--- src/rtl/csr_guard_pkg.sv ---
// Shared types and the access decision rule for the CSR privilege guard.
package csr_guard_pkg;

  typedef enum logic [1:0] {
    PRIV_U    = 2'd0,
    PRIV_S    = 2'd1,
    PRIV_RSVD = 2'd2,
    PRIV_M    = 2'd3
  } priv_e;

  typedef enum logic [1:0] {
    CauseNone = 2'd0,
    CausePriv = 2'd1,
    CauseRo   = 2'd2,
    CauseRsvd = 2'd3
  } cause_e;

  typedef enum logic [1:0] {
    StIdle  = 2'd0,
    StCheck = 2'd1,
    StResp  = 2'd2
  } state_e;

  // Window bounds are stored at a fixed width; narrower addresses are zero-extended.
  localparam int unsigned CfgAddrW = 32;

  // Privilege required for any address not covered by an enabled window.
  localparam priv_e MACHINE_PRIV = PRIV_M;

  typedef struct packed {
    logic [CfgAddrW-1:0] base;
    logic [CfgAddrW-1:0] limit;
    priv_e               min_priv;
    logic                ro;
    logic                lock;
    logic                enabled;
  } range_cfg_t;

  localparam range_cfg_t RangeRst = '{
    base:     '0,
    limit:    '0,
    min_priv: MACHINE_PRIV,
    ro:       1'b0,
    lock:     1'b0,
    enabled:  1'b0
  };

  // Decision in priority order: reserved privilege, insufficient privilege, write to read-only.
  function automatic cause_e decide(priv_e priv, priv_e min_priv, logic write, logic ro);
    if (priv == PRIV_RSVD) return CauseRsvd;
    if (priv < min_priv)   return CausePriv;
    if (write && ro)       return CauseRo;
    return CauseNone;
  endfunction

endpackage

--- src/rtl/csr_range_match.sv ---
// Window comparators with a lowest-index-wins priority encoder.
module csr_range_match
  import csr_guard_pkg::*;
#(
  parameter int unsigned NUM_RANGES = 4
) (
  input  logic [CfgAddrW-1:0]                 addr_i,
  input  logic [NUM_RANGES-1:0][CfgAddrW-1:0] base_i,
  input  logic [NUM_RANGES-1:0][CfgAddrW-1:0] limit_i,
  input  logic [NUM_RANGES-1:0][1:0]          min_priv_i,
  input  logic [NUM_RANGES-1:0]               ro_i,
  input  logic [NUM_RANGES-1:0]               en_i,
  output logic                                hit_o,
  output priv_e                               min_priv_o,
  output logic                                ro_o
);

  logic [NUM_RANGES-1:0] match;

  // A window with base > limit can never satisfy both bounds, so it never matches.
  for (genvar g = 0; g < NUM_RANGES; g++) begin : g_cmp
    assign match[g] = en_i[g] && (base_i[g] <= addr_i) && (addr_i <= limit_i[g]);
  end

  // Scan from the top so the lowest matching index is the last one written.
  always_comb begin
    hit_o      = 1'b0;
    min_priv_o = MACHINE_PRIV;
    ro_o       = 1'b0;
    for (int i = int'(NUM_RANGES) - 1; i >= 0; i--) begin
      if (match[i]) begin
        hit_o      = 1'b1;
        min_priv_o = priv_e'(min_priv_i[i]);
        ro_o       = ro_i[i];
      end
    end
  end

endmodule

--- src/rtl/csr_priv_guard.sv ---
// Registered privilege guard for CSR/MMIO accesses with programmable protected windows,
// lockable configuration and a sticky violation log.
module csr_priv_guard
  import csr_guard_pkg::*;
#(
  parameter int unsigned ADDR_W     = 12,
  parameter int unsigned NUM_RANGES = 4,
  parameter int unsigned CNT_W      = 8,
  localparam int unsigned IDX_W     = (NUM_RANGES > 1) ? $clog2(NUM_RANGES) : 1
) (
  input  logic              clk_i,
  input  logic              rst_ni,
  input  logic              req_valid_i,
  output logic              req_ready_o,
  input  logic              req_write_i,
  input  logic [1:0]        req_priv_i,
  input  logic [ADDR_W-1:0] req_addr_i,
  output logic              rsp_valid_o,
  input  logic              rsp_ready_i,
  output logic              rsp_grant_o,
  output logic              rsp_exc_o,
  output logic [1:0]        rsp_cause_o,
  input  logic              cfg_we_i,
  input  logic [IDX_W-1:0]  cfg_idx_i,
  input  logic [ADDR_W-1:0] cfg_base_i,
  input  logic [ADDR_W-1:0] cfg_limit_i,
  input  logic [1:0]        cfg_min_priv_i,
  input  logic              cfg_ro_i,
  input  logic              cfg_lock_i,
  input  logic              viol_clear_i,
  output logic              viol_valid_o,
  output logic [ADDR_W-1:0] viol_addr_o,
  output logic [CNT_W-1:0]  viol_cnt_o
);

  state_e state_q, state_d;
  logic   accept, check, rsp_hs;

  logic [ADDR_W-1:0] addr_q;
  logic              write_q;
  priv_e             priv_q;

  logic   grant_q, exc_q;
  cause_e cause_q, cause_d;

  range_cfg_t ranges_q [NUM_RANGES];
  range_cfg_t cfg_new;

  logic [NUM_RANGES-1:0][CfgAddrW-1:0] base_vec, limit_vec;
  logic [NUM_RANGES-1:0][1:0]          minp_vec;
  logic [NUM_RANGES-1:0]               ro_vec, en_vec;
  logic                                hit, match_ro, eff_ro;
  priv_e                               match_min, eff_min;

  logic              viol_valid_q;
  logic [ADDR_W-1:0] viol_addr_q;
  logic [CNT_W-1:0]  viol_cnt_q;

  // FSM state register
  always_ff @(posedge clk_i or negedge rst_ni) begin
    if (!rst_ni) state_q <= StIdle;
    else         state_q <= state_d;
  end

  // FSM next state and handshake outputs
  always_comb begin
    state_d     = state_q;
    req_ready_o = 1'b0;
    rsp_valid_o = 1'b0;
    accept      = 1'b0;
    check       = 1'b0;
    rsp_hs      = 1'b0;
    unique case (state_q)
      StIdle: begin
        req_ready_o = 1'b1;
        if (req_valid_i) begin
          accept  = 1'b1;
          state_d = StCheck;
        end
      end
      StCheck: begin
        check   = 1'b1;
        state_d = StResp;
      end
      StResp: begin
        rsp_valid_o = 1'b1;
        if (rsp_ready_i) begin
          rsp_hs  = 1'b1;
          state_d = StIdle;
        end
      end
      default: state_d = StIdle;
    endcase
  end

  // Capture the request on acceptance
  always_ff @(posedge clk_i or negedge rst_ni) begin
    if (!rst_ni) begin
      addr_q  <= '0;
      write_q <= 1'b0;
      priv_q  <= PRIV_U;
    end else if (accept) begin
      addr_q  <= req_addr_i;
      write_q <= req_write_i;
      priv_q  <= priv_e'(req_priv_i);
    end
  end

  // Assemble the incoming window configuration
  always_comb begin
    cfg_new          = RangeRst;
    cfg_new.base     = CfgAddrW'(cfg_base_i);
    cfg_new.limit    = CfgAddrW'(cfg_limit_i);
    cfg_new.min_priv = priv_e'(cfg_min_priv_i);
    cfg_new.ro       = cfg_ro_i;
    cfg_new.lock     = cfg_lock_i;
    cfg_new.enabled  = 1'b1;
  end

  // Window registers; a locked window ignores writes until reset
  always_ff @(posedge clk_i or negedge rst_ni) begin
    if (!rst_ni) begin
      for (int i = 0; i < int'(NUM_RANGES); i++) ranges_q[i] <= RangeRst;
    end else if (cfg_we_i) begin
      for (int i = 0; i < int'(NUM_RANGES); i++) begin
        if (cfg_idx_i == IDX_W'(i) && !ranges_q[i].lock) ranges_q[i] <= cfg_new;
      end
    end
  end

  // Flatten window fields for the comparator block
  always_comb begin
    for (int i = 0; i < int'(NUM_RANGES); i++) begin
      base_vec[i]  = ranges_q[i].base;
      limit_vec[i] = ranges_q[i].limit;
      minp_vec[i]  = ranges_q[i].min_priv;
      ro_vec[i]    = ranges_q[i].ro;
      en_vec[i]    = ranges_q[i].enabled;
    end
  end

  csr_range_match #(
    .NUM_RANGES (NUM_RANGES)
  ) u_match (
    .addr_i     (CfgAddrW'(addr_q)),
    .base_i     (base_vec),
    .limit_i    (limit_vec),
    .min_priv_i (minp_vec),
    .ro_i       (ro_vec),
    .en_i       (en_vec),
    .hit_o      (hit),
    .min_priv_o (match_min),
    .ro_o       (match_ro)
  );

  // Unmatched addresses are machine-only and never read-only
  always_comb begin
    eff_min = hit ? match_min : MACHINE_PRIV;
    eff_ro  = hit && match_ro;
    cause_d = decide(priv_q, eff_min, write_q, eff_ro);
  end

  // Register the decision in CHECK; held stable through RESP
  always_ff @(posedge clk_i or negedge rst_ni) begin
    if (!rst_ni) begin
      grant_q <= 1'b0;
      exc_q   <= 1'b0;
      cause_q <= CauseNone;
    end else if (check) begin
      grant_q <= (cause_d == CauseNone);
      exc_q   <= (cause_d != CauseNone);
      cause_q <= cause_d;
    end
  end

  // Violation log; a violation handshake beats a simultaneous clear
  always_ff @(posedge clk_i or negedge rst_ni) begin
    if (!rst_ni) begin
      viol_valid_q <= 1'b0;
      viol_addr_q  <= '0;
      viol_cnt_q   <= '0;
    end else if (rsp_hs && exc_q) begin
      if (viol_clear_i) begin
        viol_cnt_q   <= CNT_W'(1);
        viol_valid_q <= 1'b1;
        viol_addr_q  <= addr_q;
      end else begin
        if (viol_cnt_q != {CNT_W{1'b1}}) viol_cnt_q <= viol_cnt_q + CNT_W'(1);
        if (!viol_valid_q) begin
          viol_valid_q <= 1'b1;
          viol_addr_q  <= addr_q;
        end
      end
    end else if (viol_clear_i) begin
      viol_cnt_q   <= '0;
      viol_valid_q <= 1'b0;
      viol_addr_q  <= '0;
    end
  end

  assign rsp_grant_o  = grant_q;
  assign rsp_exc_o    = exc_q;
  assign rsp_cause_o  = cause_q;
  assign viol_valid_o = viol_valid_q;
  assign viol_addr_o  = viol_addr_q;
  assign viol_cnt_o   = viol_cnt_q;

endmodule

--- config.mk ---
export PLATFORM = sky130hd
export DESIGN_NAME = csr_priv_guard
export DESIGN_NICKNAME = d
export VERILOG_FILES = /design/src/rtl/csr_guard_pkg.sv /design/src/rtl/csr_range_match.sv /design/src/rtl/csr_priv_guard.sv
export SDC_FILE = /design/constraint.sdc
export NUM_CORES = 1
export LEC_CHECK = 0
export BUFFER_PORTS_ARGS = -buffer_cell sky130_fd_sc_hd__buf_2
export CORE_ASPECT_RATIO = 1.75
export CORE_MARGIN = 4
export CORE_UTILIZATION = 55
export DETAILED_ROUTE_END_ITERATION = 12
export PLACE_DENSITY = 0.72
export SLEW_MARGIN = 10
export SYNTH_ARGS = -nofsm -noshare
export SYNTH_HDL_FRONTEND = slang
export SYNTH_SLANG_ARGS = --single-unit
--- constraint.sdc ---
create_clock -name clk_i -period 7.92 [get_ports clk_i]
set_input_delay 0.792 -clock clk_i [delete_from_list [all_inputs] [get_ports clk_i]]
set_output_delay 0.792 -clock clk_i [all_outputs]
set_load 0.005 [all_outputs]
## Yosys cells after proc, flatten, opt, wreduce, memory -nomap -nowiden

Cells that the tools add are included.

| storage, ports and cells | value |
|---|---|
| word-level logic and storage cells | 131 |
| flip-flop bits (word level) | 158 |
| bits in latches | 0 |
| memories kept | 0 |
| memory bits (writable) | 0 |
| output and inout bits | 27 |
| ROM bits | 0 |

| operators by class | value |
|---|---|
| mux-type cells | 45 |
| equality and inequality tests | 10 |
| $lt $le $gt $ge | 9 |
| bitwise operators | 0 |
| shift operators | 0 |
| add/sub/neg operators | 1 |
| div/mod/pow operators | 0 |
| multiply operators | 0 |
| reduce and logical (&&, ||, !) cells | 32 |

Operators by type and width:

| cell | count |
|---|---|
| $le 12x12->1 | 8 |
| $mux 12 | 4 |
| $mux 8 | 4 |
| $mux 2 | 13 |
| $mux 1 | 23 |
| $logic_and 1x1->1 | 15 |
| $reduce_and 2->1 | 7 |
| $add 8x1->8 const B | 1 |
| $eq 2x2->1 const B | 4 |
| $ne 8x8->1 const B | 1 |
| $logic_not 2->1 | 3 |
| $ne 2x2->1 const B | 3 |
| $pmux 2 s3 | 1 |
| $reduce_bool 2->1 | 3 |
| $eq 2x1->1 const B | 2 |
| $logic_not 1->1 | 4 |
| $lt 2x2->1 | 1 |

## Logic depth before layout (Yosys ltp)

Gate-level depths: netlist (run 1).

| depth | value |
|---|---|
| word-level depth | 17 |
| depth in mapped cells | 14 |

## Cells and area by module

From an unflattened synthesis (run 1), not the netlist that was laid out.

| unflattened totals | value |
|---|---|
| cells, all modules | 1,225 |
| area, all modules | 12,450.7 µm² |

By module, submodules not included:

| module | area an instance (µm²) | times used | cells each | seq. area each (µm²) |
|---|---|---|---|---|
| csr_range_match | 6,263.5 | 1 | 837 | 0.0 |
| csr_priv_guard | 6,187.2 | 1 | 388 | 3,963.8 |

## Worst setup path after synthesis (run 1)

No wires, ideal clock.

| timing | value |
|---|---|
| path type | reg-to-reg |
| start point | register addr_q[9] |
| end point | register grant_q, in the netlist rsp_grant_o |
| path slack | 4.713 ns |
| buffers on the path | 0 |
| stages on the path, launching flop included | 15 |
| setup time | 0.122 ns |
| clock period less this slack | 3.207 ns |
| data required time | 7.798 ns |
| data arrival time | 3.086 ns |
| cell sequence | dfrtp_1 > inv_1 > ha_1 > a21o_1 > a21o_1 > a221oi_2 > o221ai_2 > or2_1 > a311oi_1 > a211o_1 > o21ai_0 > ha_1 > a211oi_1 > o31ai_1 > a32o_1 |

| between the ends | value |
|---|---|
| word-level cells in the longest chain between the ends | 16 |
| elaborated cells on any way between the ends | 43 |
| those cells by class | order compare: 9; mux: 23; reduce/logical: 11 |

RTL lines:

| what | RTL line | text |
|---|---|---|
| from (decl) | csr_priv_guard.sv:39 | `logic [ADDR_W-1:0] addr_q;` |
| from (signal assigned) | csr_priv_guard.sv:103 | `addr_q <= req_addr_i;` |
| branches (longest 13 deep; another with $le 12x12->1) | n/a |  |
| $mux 2 (*) | csr_guard_pkg.sv:52 | `if (write && ro) return CauseRo;` |
| $mux 2 (*) | csr_guard_pkg.sv:51 | `if (priv < min_priv) return CausePriv;` |
| $logic_not 2->1 (*) | csr_priv_guard.sv:170 | `grant_q <= (cause_d == CauseNone);` |
| to (signal assigned) | csr_priv_guard.sv:170 |  |
| to (decl) | csr_priv_guard.sv:43 | `logic grant_q, exc_q;` |

Mark *: on every way between the ends. The select of a mux whose other input is x is not followed.
A chain may end at the register's enable or synchronous reset.

## Final worst setup path (run 1)

Ends and elaborated chain as after synthesis.

==> results.cfg, run 1 <==
[clock_tree]
cts_max_level = 4
cts.sinks = 158
post_cts_buffers = 0
cts.clk_slew.worst_paths_ps = 70
cts_buffers = 17
clock_latency_ps = 420
tritoncts = yes
holdBufCountCts = 0
ctsResizeCount = 0
clockBufferDepth = 2
clockRootBuffer = clkbuf_16

[synthesis]
async_reset_ff_share_pct = 100
synthesis.nets = 915
netlist_instances = 766
ys_dominant_reg_cell = dfrtp_1
syn_avg_cell_area_um2 = 10.8
ys.warnings.count = 0
synth_edf_count = 0
seq_area_frac_synth_pct = 47.8
synth_cell_types = 54
netlist_area_um2 = 8290
ys_seq_elements = 158

[final_layout]
fin_util_pct = 63.7
layout_common_cells = dfrtp_1 (150), ha_1 (98), inv_1 (76), buf_2 (76), nand2_1 (74)
fin_nets = 993
antenna_cells = 0
drive_gt1_share_pct = 23.9
area_growth_pct = 14.1
finalInstanceArea_um2 = 9450
final_common_cell = dfrtp_1

[place]
placed_cell_area_um2 = 8890
port_buffers = 77
place_ws_ps = 4280
place_congestion = 0.903
hpwl_um = 15200

[timing]
post-route-min-period_ps = 3780
finalSetupViolations = 0
hold_violations = 0
slew_headroom_pct = 23.7
worst_slack_ps = 4140
grt_setup_unrepaired = no
slew_viol_final = 0
setup_tns_ps = 0
fin_skew_ps = 15.3
worst_pin_slew_ps = 1140
period_share_pct = 47.7
max_clock_freq_mhz = 265

[floorplanning]
coreArea_um2 = 14800
dieArea_um2 = 17200
die_h_um = 170
io_pins = 78
fp-row-count = 59
initial_core_util_pct = 55.9
die-width_um = 101

[global_route]
grt_antenna_before_repair = 0
first_global_vias = 6534
grt_overflow_total = 0
grt_pass1_wl_um = 32400
grt_max_degree = 101
grtUsageTotal_pct = 24.5

[worst_setup_path]
startpoint_type = flop
regToRegStartpoint = addr_q[9]
path_buf_inv = 1
critPathKind = flop to flop
crit_arrival_ps = 4080
reg2reg_depth = 14
cp_cell_sequence = inv_1, ha_1, a21o_1, a21o_1, a221oi_2, o221ai_2, or2_1, a311oi_1, a211o_1, o21ai_0, ha_1, a211oi_1, o31ai_1, a32o_1
cp-end-kind = flop
crit_slowest_cell = dfrtp_1
r2r-end = rsp_grant_o
regToRegSetupSlack_ps = 4140
critical_path_required_ps = 8230
cp_top_family = compound AO/OA/AOI/OAI gates
critPathMaxFanout = 6
crit_path_max_incr_delay_ps = 480

[power_and_ir_drop]
p_per_area_nw_per_um2 = 392
vdd_ir_drop_max_mv = 0.227
p_leak_uw = 0.00453

[detailed_routing]
vias = 6036
vias_per_cell = 5.81
drt_iter0_drc = 251
drc = 0
totalWireLength_um = 20000
final_antenna_net_count = 0
avgRoutedWirePerCell_um = 19.3
dr.pass1.iters = 4

[worst_hold_path]
hold_class = input pin to async pin

[run]
maxCapViolCount = 0

[outcome]
status = completed
cells in the mapped netlist (10+ instances only):
cell	count	area (um2)
nor2b_1	10	62.6
mux2_2	72	811
ha_1	98	1230
dfrtp_1	150	3750
a21oi_1	39	195
nor2_1	18	67.6
o21ai_0	68	340
nand4_1	22	138
inv_1	76	285
nand2_1	74	278
clkbuf_1	21	78.8
a22o_1	12	105
sequential cells by signal, summed over array words and instances, names as in the netlist:
| signal | flops |
|---|---|
| base_vec | 48 |
| rsp_grant_o | 1 |
| viol_valid_o | 1 |
| priv_q | 2 |
| limit_vec | 48 |
| write_q | 1 |
| state_q | 2 |
| minp_vec | 8 |
| viol_addr_o | 12 |
| en_vec | 4 |
| viol_cnt_o | 8 |
| ranges_q | 8 |
| rsp_exc_o | 1 |
| addr_q | 12 |
| rsp_cause_o | 2 |
worst reg2reg max path, stage by stage (launching register included):
cell      delay [ps]
dfrtp_1          480
inv_1            170
ha_1             350
a21o_1           200
a21o_1           180
a221oi_2         330
o221ai_2         220
or2_1            310
a311oi_1         310
a211o_1          140
o21ai_0           80
ha_1             220
a211oi_1         250
o31ai_1          180
a32o_1           250
worst max path at each step:
stage / from / endpoint / slack [ps] / cells past startpoint
2_1_floorplan: addr_q[9] / rsp_grant_o / 4710 / 14
3_3_place_gp: addr_q[9] / rsp_grant_o / 4420 / 14
3_5_place_dp: addr_q[9] / rsp_grant_o / 4280 / 14
4_1_cts: addr_q[9] / rsp_grant_o / 4200 / 14
5_1_grt: addr_q[9] / rsp_grant_o / 3870 / 14
6_report: addr_q[9] / rsp_grant_o / 4140 / 14
cell families after synthesis:
| group | share of synthesized area (%) |
|---|---|
| compound gates | 13.1 |
| xor+xnor | 0.528 |
| fa+ha+maj | 14.8 |
| buf+inv | 4.48 |
| flops | 47.8 |
| mux | 9.90 |
| simple gates | 9.38 |
metal layers:
metal	vias to the layer above	global-route usage, %	routed length (um)
met1	2947	27.3	7690
met2	151	44.3	10700
met3	54	4.18	734
li1	2884	-	-
met5	-	0	0
met4	0	11.8	900
layout make-up:
| cell class | instances | area (um2) |
|---|---|---|
| flip-flops and latches | 158 | 3960 |
| multi-input cells | 509 | 3980 |
| well taps | 183 | 229 |
| clock buffers | 18 | 439 |
| clock inverters | 13 | 129 |
| fillers | 1218 | 5380 |
| inverters | 76 | 285 |
| repair buffers | 82 | 429 |
stage by stage:
step / total power, uW / instances / hold WS, ps
floorplan: 2400 / 766 / 426
global placement: 2850 / 1008 / 441
detailed placement: 2930 / 1008 / 449
CTS: 3730 / 1039 / 463
global route: 4020 / 1039 / 491
finish: 3710 / 1039 / 445
where the power goes:
part	internal (uW)	switching [uW]
Sequential	1110	213
Combinational	711	885
Clock	446	342
Power figures use the tool's default switching activity.
==> run 2: changes to the inputs <==
- clock period: 7.92 -> 3.6 ns (I/O delays scaled with it)
==> run 2 against run 1 <==
Maximum frequency up 13%. Clock skew down 3.2 ps. Sequential cell count unchanged. Global-route usage up 0.62 points. Core utilization up 0.55 points. Register-to-register slack worse by 3900 ps. Sequential power up 120%. Clock-buffer cell count up 1. Wire length up 2.1%. Largest power group unchanged.
==> results.cfg, run 2 (synthesis results as in run 1) <==
[clock_tree]
clockBufferDepth = 2
cts.clk_slew.worst_paths_ps = 60
cts_max_level = 4
cts.sinks = 158
cts_buffers = 17
tritoncts = yes
clockRootBuffer = clkbuf_16
holdBufCountCts = 0
clock_latency_ps = 430

[place]
port_buffers = 77
dp.cells = 1012
place_congestion = 0.950
hpwl_um = 15300

[global_route]
grtUsageTotal_pct = 25.1
grt_overflow_total = 0
grt_pass1_wl_um = 33400
grt_max_degree = 88
first_global_vias = 6562
grt_antenna_before_repair = 0

[final_layout]
final_cells = 1045
fin_util_pct = 64.3
drive_gt1_share_pct = 25.8
fillers = 1164
final_common_cell = dfrtp_1
antenna_cells = 0
fin_nets = 998
area_growth_pct = 15.1
layout_common_cells = dfrtp_1 (141), ha_1 (98), buf_2 (76)

[run]
maxCapViolCount = 0

[detailed_routing]
dr.pass1.iters = 4
drt_iter0_drc = 229
drc = 0
final_antenna_net_count = 0
vias_per_cell = 5.89
totalWireLength_um = 20400
avgRoutedWirePerCell_um = 19.5
vias = 6153

[power_and_ir_drop]
pwr-share-comb_pct = 43.5
vdd_ir_drop_max_mv = 0.497
p_leak_uw = 0.00456
p_int_uw = 5110
p_seq_share_pct = 35.3
pwr-share-clk_pct = 21.2
p_per_area_nw_per_um2 = 872
netSwitchingFraction_pct = 38.6
switchingPower_uw = 3210

[timing]
grt_setup_unrepaired = no
fin_skew_ps = 12.1
hold_violations = 0
slew_headroom_pct = 22.6
slew_viol_final = 0
setup_tns_ps = 0
finalSetupViolations = 0
max_clock_freq_mhz = 298
post-route-min-period_ps = 3350
worst_pin_slew_ps = 1160
timing.hold.ws_ps = 0.554
period_share_pct = 93.1

[worst_setup_path]
startpoint_type = flop
crit_slowest_cell = o41a_1
path_buf_inv = 0
crit_arrival_ps = 3670
critPathKind = flop to flop
cp-end-kind = flop
critPathMaxFanout = 6
critical_path_required_ps = 3920
crit_path_max_incr_delay_ps = 510
cp_cell_sequence = ha_1, a21oi_1, o21ai_0, o41a_1, or2_1, a311oi_2, a211o_1, o21ai_0, ha_1, a211oi_2, o31ai_1, a32o_1
cp_top_family = compound AO/OA/AOI/OAI gates

[floorplanning]
coreArea_um2 = 14800
die-width_um = 101
io_pins = 78
dieArea_um2 = 17200
initial_core_util_pct = 55.9
fp-row-count = 59
die_h_um = 170

[outcome]
status = completed

[worst_hold_path]
hold_class = input pin to async pin
==> run 2: cell types whose count changed in the layout (fill, tap and decap cells not counted), sizes merged <==
cell and change:
bufinv +1, clkinvlp -1, clkbuf +1, clkinv +2, inv -2, buf +5
==> run 2: cell type report <==
| cell class | count | area (um2) | area share, % |
|---|---|---|---|
| clock buffers | 19 | 433 | 4.54 |
| clock inverters | 13 | 138 | 1.44 |
| inverters | 76 | 285 | 2.99 |
| multi-input cells | 509 | 4000 | 41.9 |
| flip-flops and latches | 158 | 3980 | 41.7 |
| well taps | 183 | 229 | 2.40 |
| repair buffers | 87 | 479 | 5.03 |
==> run 2: path summary, 6_finish.rpt <==
check                                end  depth (start not counted)  slack (ps)         from
max                          rsp_grant_o                         12         250   addr_q[11]
min                        limit_vec[41]                          1         0.6       rst_ni
max reg2reg                  rsp_grant_o                         12         250   addr_q[11]
min reg2reg                    en_vec[3]                          2         470    en_vec[3]
max in group asynchronous    minp_vec[5]                          2        2670       rst_ni
min in group clk_i            state_q[1]                          2         130  rsp_ready_i
==> run 2: worst reg2reg max path: cells and delay by family (launching register included) <==
family | cells | cell delay (ps)
DFF | 1 | 470
and+or+nand+nor | 1 | 280
adders and majority gates | 2 | 580
AOI/OAI and AO/OA | 9 | 1920
==> run 2: stage by stage <==
step	cell area [um2]	power, uW	setup WS [ps]
after CTS	9500	8280	55.2
after floorplan	8290	5270	393
final	9540	8320	247
after detailed placement	8930	6500	56.7
after global routing	9540	9020	24.7
after global placement	8930	6310	151
==> run 2: routing by layer <==
| layer | wire [um] | up-vias | track usage (%) | part of all wire (%) |
|---|---|---|---|---|
| met1 | 7910 | 3090 | 28.7 | 39 |
| met4 | 656 | 0 | 10.3 | 3.2 |
| li1 | - | 2898 | - | - |
| met5 | 0 | - | 0 | 0 |
| met2 | 11200 | 123 | 46.1 | 55 |
| met3 | 613 | 42 | 3.69 | 3.0 |
==> run 2: power by group through the flow <==
stage               sequential (uW)  clock [uW]  combinational (uW)
floorplan                      2770           0                2500
global placement               2920           0                3390
detailed placement             2950           0                3550
CTS                            2920        1780                3580
global route                   3010        1870                4130
finish                         2940        1760                3620
==> run 2: repair_timing <==
item                                    CTS  global route
gates resized for setup                   0            13
endpoints found under the setup margin    0             4
setup buffers                             0             1
